--- config.mk ---
export PLATFORM = sky130hd
export DESIGN_NAME = fft_mem_rd_mux
export DESIGN_NICKNAME = d
export VERILOG_FILES = /design/src/rtl/fft_mem_rd_mux_pkg.sv /design/src/rtl/fft_rd_fifo.sv /design/src/rtl/fft_mem_rd_mux.sv
export SDC_FILE = /design/constraint.sdc
export NUM_CORES = 1
export LEC_CHECK = 0
export BUFFER_PORTS_ARGS = -buffer_cell sky130_fd_sc_hd__clkbuf_2
export CORE_AREA = 2 2 209 211
export DETAILED_ROUTE_END_ITERATION = 16
export DIE_AREA = 0 0 211 213
export HOLD_SLACK_MARGIN = 0.08
export PLACE_DENSITY_LB_ADDON = 0.25
export SKIP_LAST_GASP = 1
export SYNTH_ARGS = -nofsm -noshare
export SYNTH_HDL_FRONTEND = slang
export SYNTH_SLANG_ARGS = --single-unit
--- constraint.sdc ---
create_clock -name clk -period 4.2 [get_ports clk]
set_input_delay 0.21 -clock clk [delete_from_list [all_inputs] [get_ports clk]]
set_output_delay 0.21 -clock clk [all_outputs]
set_load 0.01 [all_outputs]
--- src/rtl/fft_mem_rd_mux_pkg.sv ---
`default_nettype none
// ============================================================================
//  Module   : fft_mem_rd_mux_pkg
//  Purpose  : Shared FFT read-side definitions: default RAM read latency,
//             drain FSM state encoding and the bit-reversal helper used by
//             both the drain engine and the FFT address generator.
//  Ports    : none (package)
//  Revision : 1.0  initial release
// ============================================================================
package fft_mem_rd_mux_pkg;

  // Default bank RAM read latency in cycles (legal values 1 or 2).
  localparam int c_rd_latency_def = 1;

  // Widest address the bit-reversal helper handles.
  localparam int c_bitrev_max_w = 16;

  typedef enum logic [1:0] {
    DRAIN_IDLE  = 2'd0,
    DRAIN_RUN   = 2'd1,
    DRAIN_FLUSH = 2'd2
  } drain_state_e;

  // Reverses the low w bits of a; bits at or above w come back as zero.
  function automatic logic [c_bitrev_max_w-1:0] bitrev(
    input logic [c_bitrev_max_w-1:0] a,
    input int                        w
  );
    logic [c_bitrev_max_w-1:0] r;
    r = '0;
    for (int i = 0; i < c_bitrev_max_w; i++) begin
      if (i < w) begin
        r[i] = a[w-1-i];
      end
    end
    return r;
  endfunction

endpackage
`default_nettype wire

--- src/rtl/fft_rd_fifo.sv ---
`default_nettype none
// ============================================================================
//  Module   : fft_rd_fifo
//  Purpose  : Small synchronous FIFO buffering drained samples ahead of the
//             valid/ready output. Head word is presented combinationally.
//  Ports    : clk, rst_n       clock, asynchronous active-low reset
//             push_i, din_i    write strobe and data (ignored when full)
//             pop_i            read strobe (ignored when empty)
//             dout_o           head-of-queue data
//             count_o          current occupancy
//             empty_o, full_o  occupancy flags
//  Revision : 1.0  initial release
// ============================================================================
module fft_rd_fifo #(
  parameter int DEPTH = 4,
  parameter int WIDTH = 64,
  localparam int PW   = $clog2(DEPTH),
  localparam int CW   = PW + 1
) (
  input  logic             clk,
  input  logic             rst_n,
  input  logic             push_i,
  input  logic [WIDTH-1:0] din_i,
  input  logic             pop_i,
  output logic [WIDTH-1:0] dout_o,
  output logic [CW-1:0]    count_o,
  output logic             empty_o,
  output logic             full_o
);

  localparam logic [CW-1:0] c_full  = CW'(DEPTH);
  localparam logic [CW-1:0] c_one   = CW'(1);
  localparam logic [PW-1:0] c_p_one = PW'(1);

  logic [WIDTH-1:0] mem_q [DEPTH];
  logic [PW-1:0]    wr_ptr_q;
  logic [PW-1:0]    rd_ptr_q;
  logic [CW-1:0]    count_q;
  logic             w_push_ok;
  logic             w_pop_ok;

  assign empty_o   = (count_q == '0);
  assign full_o    = (count_q == c_full);
  assign count_o   = count_q;
  assign dout_o    = mem_q[rd_ptr_q];
  assign w_push_ok = push_i && !full_o;
  assign w_pop_ok  = pop_i && !empty_o;

  // Storage has no reset; only the pointers define what is valid.
  always_ff @(posedge clk) begin
    if (w_push_ok) begin
      mem_q[wr_ptr_q] <= din_i;
    end
  end

  // DEPTH is a power of two, so pointers wrap naturally.
  always_ff @(posedge clk or negedge rst_n) begin
    if (!rst_n) begin
      wr_ptr_q <= '0;
      rd_ptr_q <= '0;
      count_q  <= '0;
    end else begin
      if (w_push_ok) begin
        wr_ptr_q <= wr_ptr_q + c_p_one;
      end
      if (w_pop_ok) begin
        rd_ptr_q <= rd_ptr_q + c_p_one;
      end
      case ({w_push_ok, w_pop_ok})
        2'b10:   count_q <= count_q + c_one;
        2'b01:   count_q <= count_q - c_one;
        default: count_q <= count_q;
      endcase
    end
  end

endmodule
`default_nettype wire

--- src/rtl/fft_mem_rd_mux.sv ---
`default_nettype none
// ============================================================================
//  Module   : fft_mem_rd_mux
//  Purpose  : Read-side mux for the FFT ping-pong result banks. Routes the
//             FFT core's A/B butterfly reads to the bank chosen by rmem_id,
//             realigns returned data to the RAM latency, and drains a
//             completed bank over valid/ready in bit-reversed order.
//  Ports    : clk, rst_n                    clock, async active-low reset
//             fft_raddra/b, fft_rea/b       FFT read requests
//             rmem_id                       bank the FFT reads from
//             fft_rdataa/b, fft_rvalida/b   FFT read responses
//             memN_addra/b, memN_ena/b      bank N read requests
//             memN_douta/b                  bank N read data
//             drain_start, drain_mem_id     drain launch and bank select
//             drain_busy, conflict_err      drain status, sticky collision
//             m_tdata/tvalid/tready/tlast   drained sample stream
//  Revision : 1.0  initial release
// ============================================================================
module fft_mem_rd_mux
  import fft_mem_rd_mux_pkg::*;
#(
  parameter int  FFT_SIZE   = 4096,
  parameter int  DATA_WIDTH = 64,
  parameter int  RD_LATENCY = c_rd_latency_def,
  parameter int  BITREV     = 1,
  parameter int  FIFO_DEPTH = 4,
  localparam int ADDR_WIDTH = $clog2(FFT_SIZE)
) (
  input  logic                  clk,
  input  logic                  rst_n,
  input  logic [ADDR_WIDTH-1:0] fft_raddra,
  input  logic [ADDR_WIDTH-1:0] fft_raddrb,
  input  logic                  fft_rea,
  input  logic                  fft_reb,
  input  logic                  rmem_id,
  output logic [DATA_WIDTH-1:0] fft_rdataa,
  output logic [DATA_WIDTH-1:0] fft_rdatab,
  output logic                  fft_rvalida,
  output logic                  fft_rvalidb,
  output logic [ADDR_WIDTH-1:0] mem0_addra,
  output logic [ADDR_WIDTH-1:0] mem0_addrb,
  output logic                  mem0_ena,
  output logic                  mem0_enb,
  input  logic [DATA_WIDTH-1:0] mem0_douta,
  input  logic [DATA_WIDTH-1:0] mem0_doutb,
  output logic [ADDR_WIDTH-1:0] mem1_addra,
  output logic [ADDR_WIDTH-1:0] mem1_addrb,
  output logic                  mem1_ena,
  output logic                  mem1_enb,
  input  logic [DATA_WIDTH-1:0] mem1_douta,
  input  logic [DATA_WIDTH-1:0] mem1_doutb,
  input  logic                  drain_start,
  input  logic                  drain_mem_id,
  output logic                  drain_busy,
  output logic                  conflict_err,
  output logic [DATA_WIDTH-1:0] m_tdata,
  output logic                  m_tvalid,
  input  logic                  m_tready,
  output logic                  m_tlast
);

  localparam int c_cw = $clog2(FIFO_DEPTH) + 1;
  localparam logic [c_cw:0]       c_depth    = (c_cw+1)'(FIFO_DEPTH);
  localparam logic [ADDR_WIDTH:0] c_last_idx = (ADDR_WIDTH+1)'(FFT_SIZE - 1);
  localparam logic [ADDR_WIDTH:0] c_size     = (ADDR_WIDTH+1)'(FFT_SIZE);
  localparam logic [ADDR_WIDTH:0] c_cnt_one  = (ADDR_WIDTH+1)'(1);

  drain_state_e state_q, state_d;
  // One bit wider than the address so the terminal count never wraps.
  logic [ADDR_WIDTH:0] cnt_q, cnt_d;
  logic [ADDR_WIDTH:0] beat_q, beat_d;
  logic                bank_q, bank_d;
  logic                conflict_q;

  // Per-stage {en, id} for FFT ports and issue flags for the drain.
  logic [RD_LATENCY-1:0] pa_en_q, pa_id_q;
  logic [RD_LATENCY-1:0] pb_en_q, pb_id_q;
  logic [RD_LATENCY-1:0] dr_q;

  logic                  w_busy;
  logic                  w_conflict;
  logic                  w_a_ok;
  logic                  w_issue;
  logic                  w_credit;
  logic                  w_push;
  logic                  w_pop;
  logic [ADDR_WIDTH-1:0] w_drain_addr;
  logic [c_cw-1:0]       w_fifo_count;
  logic [c_cw:0]         w_inflight;
  logic                  w_fifo_empty;
  logic                  w_fifo_full;
  logic [DATA_WIDTH-1:0] w_drain_data;
  logic [DATA_WIDTH-1:0] w_fifo_dout;

  assign w_busy       = (state_q != DRAIN_IDLE);
  assign drain_busy   = w_busy;
  assign conflict_err = conflict_q;

  // While draining, port A of the drained bank belongs to the drain engine.
  assign w_conflict = w_busy && fft_rea && (rmem_id == bank_q);
  assign w_a_ok     = fft_rea && !w_conflict;

  assign w_drain_addr = (BITREV != 0)
    ? ADDR_WIDTH'(bitrev(c_bitrev_max_w'(cnt_q[ADDR_WIDTH-1:0]), ADDR_WIDTH))
    : cnt_q[ADDR_WIDTH-1:0];

  // ---------------------------------------------------------------- routing
  always_comb begin
    mem0_addra = '0;
    mem0_addrb = '0;
    mem0_ena   = 1'b0;
    mem0_enb   = 1'b0;
    mem1_addra = '0;
    mem1_addrb = '0;
    mem1_ena   = 1'b0;
    mem1_enb   = 1'b0;
    if (w_a_ok) begin
      if (rmem_id) begin
        mem1_ena   = 1'b1;
        mem1_addra = fft_raddra;
      end else begin
        mem0_ena   = 1'b1;
        mem0_addra = fft_raddra;
      end
    end
    if (fft_reb) begin
      if (rmem_id) begin
        mem1_enb   = 1'b1;
        mem1_addrb = fft_raddrb;
      end else begin
        mem0_enb   = 1'b1;
        mem0_addrb = fft_raddrb;
      end
    end
    // An accepted FFT A read never targets the drained bank, so no overlap.
    if (w_busy) begin
      if (bank_q) begin
        mem1_ena   = w_issue;
        mem1_addra = w_drain_addr;
      end else begin
        mem0_ena   = w_issue;
        mem0_addra = w_drain_addr;
      end
    end
  end

  // ------------------------------------------------------ latency pipelines
  always_ff @(posedge clk or negedge rst_n) begin
    if (!rst_n) begin
      pa_en_q <= '0;
      pa_id_q <= '0;
      pb_en_q <= '0;
      pb_id_q <= '0;
      dr_q    <= '0;
    end else begin
      pa_en_q[0] <= w_a_ok;
      pa_id_q[0] <= rmem_id;
      pb_en_q[0] <= fft_reb;
      pb_id_q[0] <= rmem_id;
      dr_q[0]    <= w_issue;
      for (int i = 1; i < RD_LATENCY; i++) begin
        pa_en_q[i] <= pa_en_q[i-1];
        pa_id_q[i] <= pa_id_q[i-1];
        pb_en_q[i] <= pb_en_q[i-1];
        pb_id_q[i] <= pb_id_q[i-1];
        dr_q[i]    <= dr_q[i-1];
      end
    end
  end

  assign fft_rvalida = pa_en_q[RD_LATENCY-1];
  assign fft_rvalidb = pb_en_q[RD_LATENCY-1];
  assign fft_rdataa  = !fft_rvalida ? '0 :
                       (pa_id_q[RD_LATENCY-1] ? mem1_douta : mem0_douta);
  assign fft_rdatab  = !fft_rvalidb ? '0 :
                       (pb_id_q[RD_LATENCY-1] ? mem1_doutb : mem0_doutb);

  // ------------------------------------------------------------ drain path
  always_comb begin
    w_inflight = '0;
    for (int i = 0; i < RD_LATENCY; i++) begin
      w_inflight = w_inflight + (c_cw+1)'(dr_q[i]);
    end
  end

  // Reads in flight already hold a FIFO slot, so the FIFO cannot overflow.
  assign w_credit     = (({1'b0, w_fifo_count} + w_inflight) < c_depth);
  assign w_drain_data = bank_q ? mem1_douta : mem0_douta;
  assign w_push       = dr_q[RD_LATENCY-1] && !w_fifo_full;
  assign w_pop        = !w_fifo_empty && m_tready;

  fft_rd_fifo #(
    .DEPTH (FIFO_DEPTH),
    .WIDTH (DATA_WIDTH)
  ) u_fifo (
    .clk     (clk),
    .rst_n   (rst_n),
    .push_i  (w_push),
    .din_i   (w_drain_data),
    .pop_i   (w_pop),
    .dout_o  (w_fifo_dout),
    .count_o (w_fifo_count),
    .empty_o (w_fifo_empty),
    .full_o  (w_fifo_full)
  );

  assign m_tvalid = !w_fifo_empty;
  assign m_tdata  = w_fifo_dout;
  assign m_tlast  = m_tvalid && (beat_q == c_last_idx);

  // -------------------------------------------------------------- drain FSM
  always_comb begin
    state_d = state_q;
    cnt_d   = cnt_q;
    beat_d  = beat_q;
    bank_d  = bank_q;
    w_issue = 1'b0;
    if (w_pop) begin
      beat_d = beat_q + c_cnt_one;
    end
    case (state_q)
      DRAIN_IDLE: begin
        if (drain_start) begin
          state_d = DRAIN_RUN;
          cnt_d   = '0;
          beat_d  = '0;
          bank_d  = drain_mem_id;
        end
      end
      DRAIN_RUN: begin
        if (w_credit) begin
          w_issue = 1'b1;
          cnt_d   = cnt_q + c_cnt_one;
          if (cnt_q == c_last_idx) begin
            state_d = DRAIN_FLUSH;
          end
        end
      end
      DRAIN_FLUSH: begin
        if ((w_inflight == '0) && w_fifo_empty && (beat_q == c_size)) begin
          state_d = DRAIN_IDLE;
        end
      end
      default: state_d = DRAIN_IDLE;
    endcase
  end

  always_ff @(posedge clk or negedge rst_n) begin
    if (!rst_n) begin
      state_q    <= DRAIN_IDLE;
      cnt_q      <= '0;
      beat_q     <= '0;
      bank_q     <= 1'b0;
      conflict_q <= 1'b0;
    end else begin
      state_q    <= state_d;
      cnt_q      <= cnt_d;
      beat_q     <= beat_d;
      bank_q     <= bank_d;
      conflict_q <= conflict_q | w_conflict;
    end
  end

endmodule
`default_nettype wire

### Word-level counts from Yosys, hierarchy flattened

Memory sizes are Yosys's and may differ from the RTL's.
Cells that the tools add are included.

* input bits: 288
* bits in registers: 41
* output and inout bits: 250
* word-level logic and storage cells: 100
* memories: 1
* bits in writable memories: 256

Memory list
* u_fifo.mem_q: depth 4, width 64, rd ports 1, clocked after memory_dff 0, write ports 1, RTL line fft_rd_fifo.sv:35 `logic [WIDTH-1:0] mem_q [DEPTH];`

* add/subtract/negate cells: 7
* reductions and logical operators: 22
* $lt $le $gt $ge: 1
* bitwise gates (word level): 1
* eq/ne operators: 13
* multiplexer cells: 43

Operators with widths (count)
* two-way mux 64 bit: 5
* two-way mux 12 bit: 12
* two-way mux 13 bit: 5
* adder 13 x 1 -> 13 bit (second input constant): 2
* equality test 13 x 12 -> 1 bit (second input constant): 2
* one-hot mux 13 bit (2 select lines): 1
* two-way mux 1 bit: 14
* equality test 13 bit (second input constant): 1
* logical AND 1 bit: 10
* two-way mux 2 bit: 4
* inequality test 2 bit (second input constant): 4
* one-hot mux 2 bit (3 select lines): 1
* one-hot mux 3 bit (2 select lines): 1
* nonzero test 2 bit: 3
* adder 2 x 1 -> 2 bit (second input constant): 2
* adder 3 x 1 -> 4 bit: 1
* equality test 2 x 1 -> 1 bit (second input constant): 2
* equality test 2 bit (second input constant): 2
* logical NOT 4 bit: 1
* less-than comparator 4 x 3 -> 1 bit (second input constant): 1
* AND reduction 4 bit: 1
* adder 3 x 1 -> 3 bit (second input constant): 1
* equality test 3 bit (second input constant): 1
* logical NOT 1 bit: 3
* 7 further kinds: 7

### Depth between registers and ports, before layout

* depth after elaboration: 8
* mapped depth: 9
* gate-level depth less buffers: 9

### By module

Synthesis repeated with hierarchy kept, for this count alone.

* cells, all modules: 971
* area, all modules: 14760.4 um^2

Modules (own cells, without submodules)
* fft_rd_fifo: instances 1, sequential area each 7862.5 um^2, area an instance 9641.7 um^2, cells an instance 372
* fft_mem_rd_mux: instances 1, sequential area each 850.8 um^2, area an instance 5118.7 um^2, cells an instance 599

### Worst setup path before layout

No wires, ideal clock.

* kind: flip-flop to flip-flop
* start point: register u_fifo.count_q[0] (netlist: u_fifo.count_o[0])
* end point: memory u_fifo.mem_q[0][0], enable pin
* cell stages (with the launch flop): 4
* arrival time: 2.534 ns
* library setup time: 0.429 ns
* path buffers: 0
* period minus slack after synthesis: 2.963 ns
* slack: 1.237 ns
* required time: 3.771 ns
* cells stage by stage: dfrtp_1 > inv_1 > a31oi_1 > and2_1

* longest elaborated chain between the ends: 6

RTL lines
* start: declaration: RTL line fft_rd_fifo.sv:38 `logic [CW-1:0] count_q;`
* start signal: assignment: RTL line fft_rd_fifo.sv:70 `2'b10: count_q <= count_q + c_one;`
* start signal: assignment: RTL line fft_rd_fifo.sv:71 `2'b01: count_q <= count_q - c_one;`
* start signal: assignment: RTL line fft_rd_fifo.sv:72 `default: count_q <= count_q;`
* equality test 3 bit (*): RTL line fft_rd_fifo.sv:43 `assign full_o = (count_q == c_full);`
* logical NOT 1 bit (*): RTL line fft_rd_fifo.sv:46, fft_mem_rd_mux.sv:189
* logical AND 1 bit: RTL line fft_mem_rd_mux.sv:189 `assign w_push = dr_q[RD_LATENCY-1] && !w_fifo_full;`
* logical AND 1 bit (*): RTL line fft_rd_fifo.sv:46 `assign w_push_ok = push_i && !full_o;`
* two-way mux 1 bit (*): RTL line fft_rd_fifo.sv:51 `if (w_push_ok) begin`
* two-way mux 1 bit (implied by the code) (*): RTL line fft_rd_fifo.sv:52 `mem_q[wr_ptr_q] <= din_i;`
* end: declaration: RTL line fft_rd_fifo.sv:35

Mark *: on every way between the ends. The rest lies on a longest branch, timed or not.

### Final worst setup path

* start point: register state_q[1]
* end point: output mem0_addra[11]

* longest elaborated chain between the ends: 8

RTL lines
* start: declaration: RTL line fft_mem_rd_mux.sv:68 `drain_state_e state_q, state_d;`
* start signal: assignment: RTL line fft_mem_rd_mux.sv:256 `state_q <= state_d;`
* nonzero test 2 bit (*): RTL line fft_mem_rd_mux.sv:95 `assign w_busy = (state_q != DRAIN_IDLE);`
* logical AND 1 bit (2 in a row): RTL line fft_mem_rd_mux.sv:100 `assign w_conflict = w_busy && fft_rea && (rmem_id == bank_q);`
* logical NOT 1 bit: RTL line fft_mem_rd_mux.sv:101 `assign w_a_ok = fft_rea && !w_conflict;`
* logical AND 1 bit: RTL line fft_mem_rd_mux.sv:101
* two-way mux 12 bit: RTL line fft_mem_rd_mux.sv:117 `if (w_a_ok) begin`
* two-way mux 12 bit: RTL line fft_mem_rd_mux.sv:137 `if (bank_q) begin`
* two-way mux 12 bit (*): RTL line fft_mem_rd_mux.sv:136 `if (w_busy) begin`
* end: declaration: RTL line fft_mem_rd_mux.sv:40 `output logic [ADDR_WIDTH-1:0] mem0_addra,`

Marks and branches as above.

==> results.py <==
metrics = {
    "critical_path": {
        "critPathMaxStageDelay_ns": 0.70,
        "required_ns": 3.99,
        "r2r_slack_ns": 1.58,
        "cp_common_cell": "nor2_1",
        "critPathLaunchType": "flop",
        "reg2regPathDepth": 3,
        "path_max_fanout": 13,
        "path_buf_inv": 1,
        "cp_data_arrival_time_ns": 2.74,
        "crit_family": "simple AND/OR/NAND/NOR gates",
        "cpMaxStageDelayCell": "nor3b_2",
        "endpoint_kind": "output pin",
        "worst_r2r_startpoint": "bank_q",
        "worstPathCellList": "nor2_1, nor2_1, nor3b_2, a22o_1, clkbuf_2",
        "worst-setup-path-type": "flop to output pin",
        "timing.rr.end": "u_fifo.mem_q[2][27]",
    },
    "outcome": {
        "status": "finished, final reports clean",
    },
    "timing": {
        "max_slew_margin_pct": 24.1,
        "fmax_mhz": 339,
        "setup-tns-final_ns": 0,
        "skew_ns": 0.0303,
        "period_needed_ns": 2.95,
        "timing.final.max_slew_violations": 0,
        "fin_ws_ns": 1.25,
        "finalHoldViolCount": 0,
        "grt_setup_unrepaired": "false",
        "setup_viol": 0,
        "tightest_slew_ns": 1.14,
        "timing.final.crit_share_pct": 70.3,
        "timing.hold.ws_ns": 0.0918,
    },
    "drt": {
        "wl_per_cell_um": 21.8,
        "drt_iter0_drc": 477,
        "drt_first_pass_iters": 4,
        "vias": 10678,
        "ant_nets": 0,
        "route.detailed.drc": 0,
        "vias_per_cell": 4.91,
        "wirelength_um": 47500,
    },
    "synth": {
        "ys.flop_type": "edfxtp_1",
        "seq_area_frac_synth_pct": 59.0,
        "synth_cell_type_count": 47,
        "async_flop_share_pct": 13.8,
        "syn-cell-area_mm2": 0.0148,
        "synth_cells": 978,
        "ys_warn_count": 0,
        "syn_nets": 1275,
        "avgSynthCellArea_um2": 15.1,
        "synth_seq_cells": 297,
        "synth_edf_count": 256,
    },
    "floorplan": {
        "dieHeight_um": 213,
        "die_w_um": 211,
        "core_area_mm2": 0.0427,
        "initial_core_util_pct": 34.6,
        "io_pins": 538,
        "die_area_mm2": 0.0449,
        "rows": 76,
    },
    "place": {
        "gp_congestion": 0.916,
        "place_ws_ns": 1.58,
        "dpl.cell_count": 2003,
        "place_area_mm2": 0.0180,
        "detailedPlacementHpwl_um": 34600,
        "port_buffers": 537,
    },
    "global_route": {
        "first_global_vias": 10899,
        "antenna_found_initial": 6,
        "grt_max_degree": 67,
        "grt_pass1_wl_um": 68900,
        "gr-total-overflow": 0,
        "grt_usage_pct": 20.7,
    },
    "flow_run": {
        "drv_cap": 0,
    },
    "cts": {
        "cts.sinks": 297,
        "cts-root-buf": "clkbuf_16",
        "insertion_delay_ns": 0.56,
        "clkSlewWorstSetupHoldPaths_ns": 0.06,
        "cts_setup_buffers": 0,
        "cts_buffers": 30,
        "cts_buffer_depth": 3,
        "ctsHtreeMaxLevel": 1,
        "cts_hold_buf": 117,
        "cts_tree": "yes",
        "cts_resized": 0,
    },
    "power_and_ir_drop": {
        "pwr-share-clk_pct": 23.0,
        "intPower_mw": 7.13,
        "p_leak_nw": 8.48,
        "combinationalPowerShare_pct": 33.7,
        "ir_drop_uv": 302,
        "power_density_mw_per_mm2": 531,
        "switching_share_pct": 33.0,
        "pwr-share-seq_pct": 43.3,
        "switching_power_mw": 3.51,
    },
    "worst_hold_path": {
        "min_to": "u_fifo.mem_q[2][2]",
        "hold_path.class": "primary input to flop",
        "min-delay-start": "mem0_douta[2]",
        "hold_depth": 2,
    },
    "cells_and_area": {
        "fillers": 3947,
        "drive_gt1_share_pct": 45.4,
        "register_area_mm2": 0.00873,
        "syn2layout_area_growth_pct": 35.8,
        "multiInputGateArea_mm2": 0.00570,
        "design_area_mm2": 0.0200,
        "final_nets": 1903,
        "finalNonFillerCells": 2176,
    },
}
placed cells by master (no fill, tap or decap), types with 24 or more instances in the layout:
| master | n |
|---|---|
| a22o_1 | 24 |
| dfrtp_1 | 35 |
| nor2_1 | 29 |
| clkbuf_2 | 537 |
| mux4_2 | 64 |
| nor2b_1 | 131 |
| clkbuf_16 | 30 |
| mux2i_1 | 129 |
| mux2_2 | 64 |
| dlygate4sd3_1 | 117 |
| edfxtp_1 | 256 |
worst max-delay path by stage:
stage / from / end / slack [ns] / cells past startpoint
finish: state_q[1] / mem0_addra[11] / 1.25 / 5
global route: state_q[1] / mem0_addra[11] / 1.01 / 5
floorplan: u_fifo.count_o[0] / u_fifo.mem_q[0][0] / 1.24 / 3
detailed placement: u_fifo.count_o[0] / u_fifo.mem_q[1][24] / 1.58 / 3
global placement: u_fifo.count_o[0] / u_fifo.mem_q[2][24] / 1.70 / 3
CTS: state_q[1] / mem0_addra[11] / 1.22 / 5
power groups by stage:
stage	Sequential (mW)	Combinational (mW)	Clock, mW
4_1_cts	4.63	3.68	2.53
5_1_grt	4.71	3.87	2.63
6_report	4.61	3.58	2.45
3_5_place_dp	4.69	3.54	0
2_1_floorplan	4.30	2.38	0
3_3_place_gp	4.67	3.53	0
metrics by stage:
step / power, mW / utilization, %
after floorplan: 6.68 / -
after global placement: 8.19 / 42.1
after detailed placement: 8.23 / 42.1
after CTS: 10.8 / 46.9
after global routing: 11.2 / 46.9
final: 10.6 / 46.9
Yosys cell counts (23+ instances only):
| cell | instances | area (um^2) |
|---|---|---|
| nor2b_1 | 131 | 820 |
| nor2_1 | 29 | 109 |
| dfrtp_1 | 41 | 1030 |
| edfxtp_1 | 256 | 7690 |
| nand2_1 | 23 | 86.3 |
| mux2_2 | 64 | 721 |
| a22o_1 | 24 | 210 |
| mux2i_1 | 129 | 1290 |
| mux4_2 | 64 | 1440 |
| clkbuf_1 | 26 | 97.6 |
| buf_2 | 32 | 160 |
logic make-up after synthesis:
family / share of synthesized area (%)
multiplexers: 23.4
AND/OR/NAND/NOR: 10.3
AO/OA/AOI/OAI: 2.83
adder cells (fa/ha/maj): 0.814
buffers and inverters: 2.41
flip-flops: 59.0
XOR/XNOR: 1.19
final cells by class:
type,instances,share of cell area [%]
flip-flops and latches,297,43.6
multi-input cells,599,28.5
repair buffers,660,19.7
clock buffers,35,3.84
well taps,546,3.41
clock inverters,19,0.699
inverters,18,0.337
diodes,2,0.0250
state kept, by name, summed over array words and instances, names as in the netlist:
signal / flops
pb_id_q: 1
u_fifo.rd_ptr_q: 2
u_fifo.mem_q: 256
cnt_q: 13
state_q: 2
bank_q: 1
dr_q: 1
u_fifo.count_o: 3
fft_rvalida: 1
conflict_err: 1
beat_q: 13
fft_rvalidb: 1
u_fifo.wr_ptr_q: 2
routing by layer:
layer	track usage (%)	vias up	routed length (um)
li1	-	4976	-
met3	3.99	79	2930
met2	37.2	376	24400
met5	0	-	16
met1	24.9	5245	18500
met4	6.70	2	1640
Power figures use the tool's default switching activity.
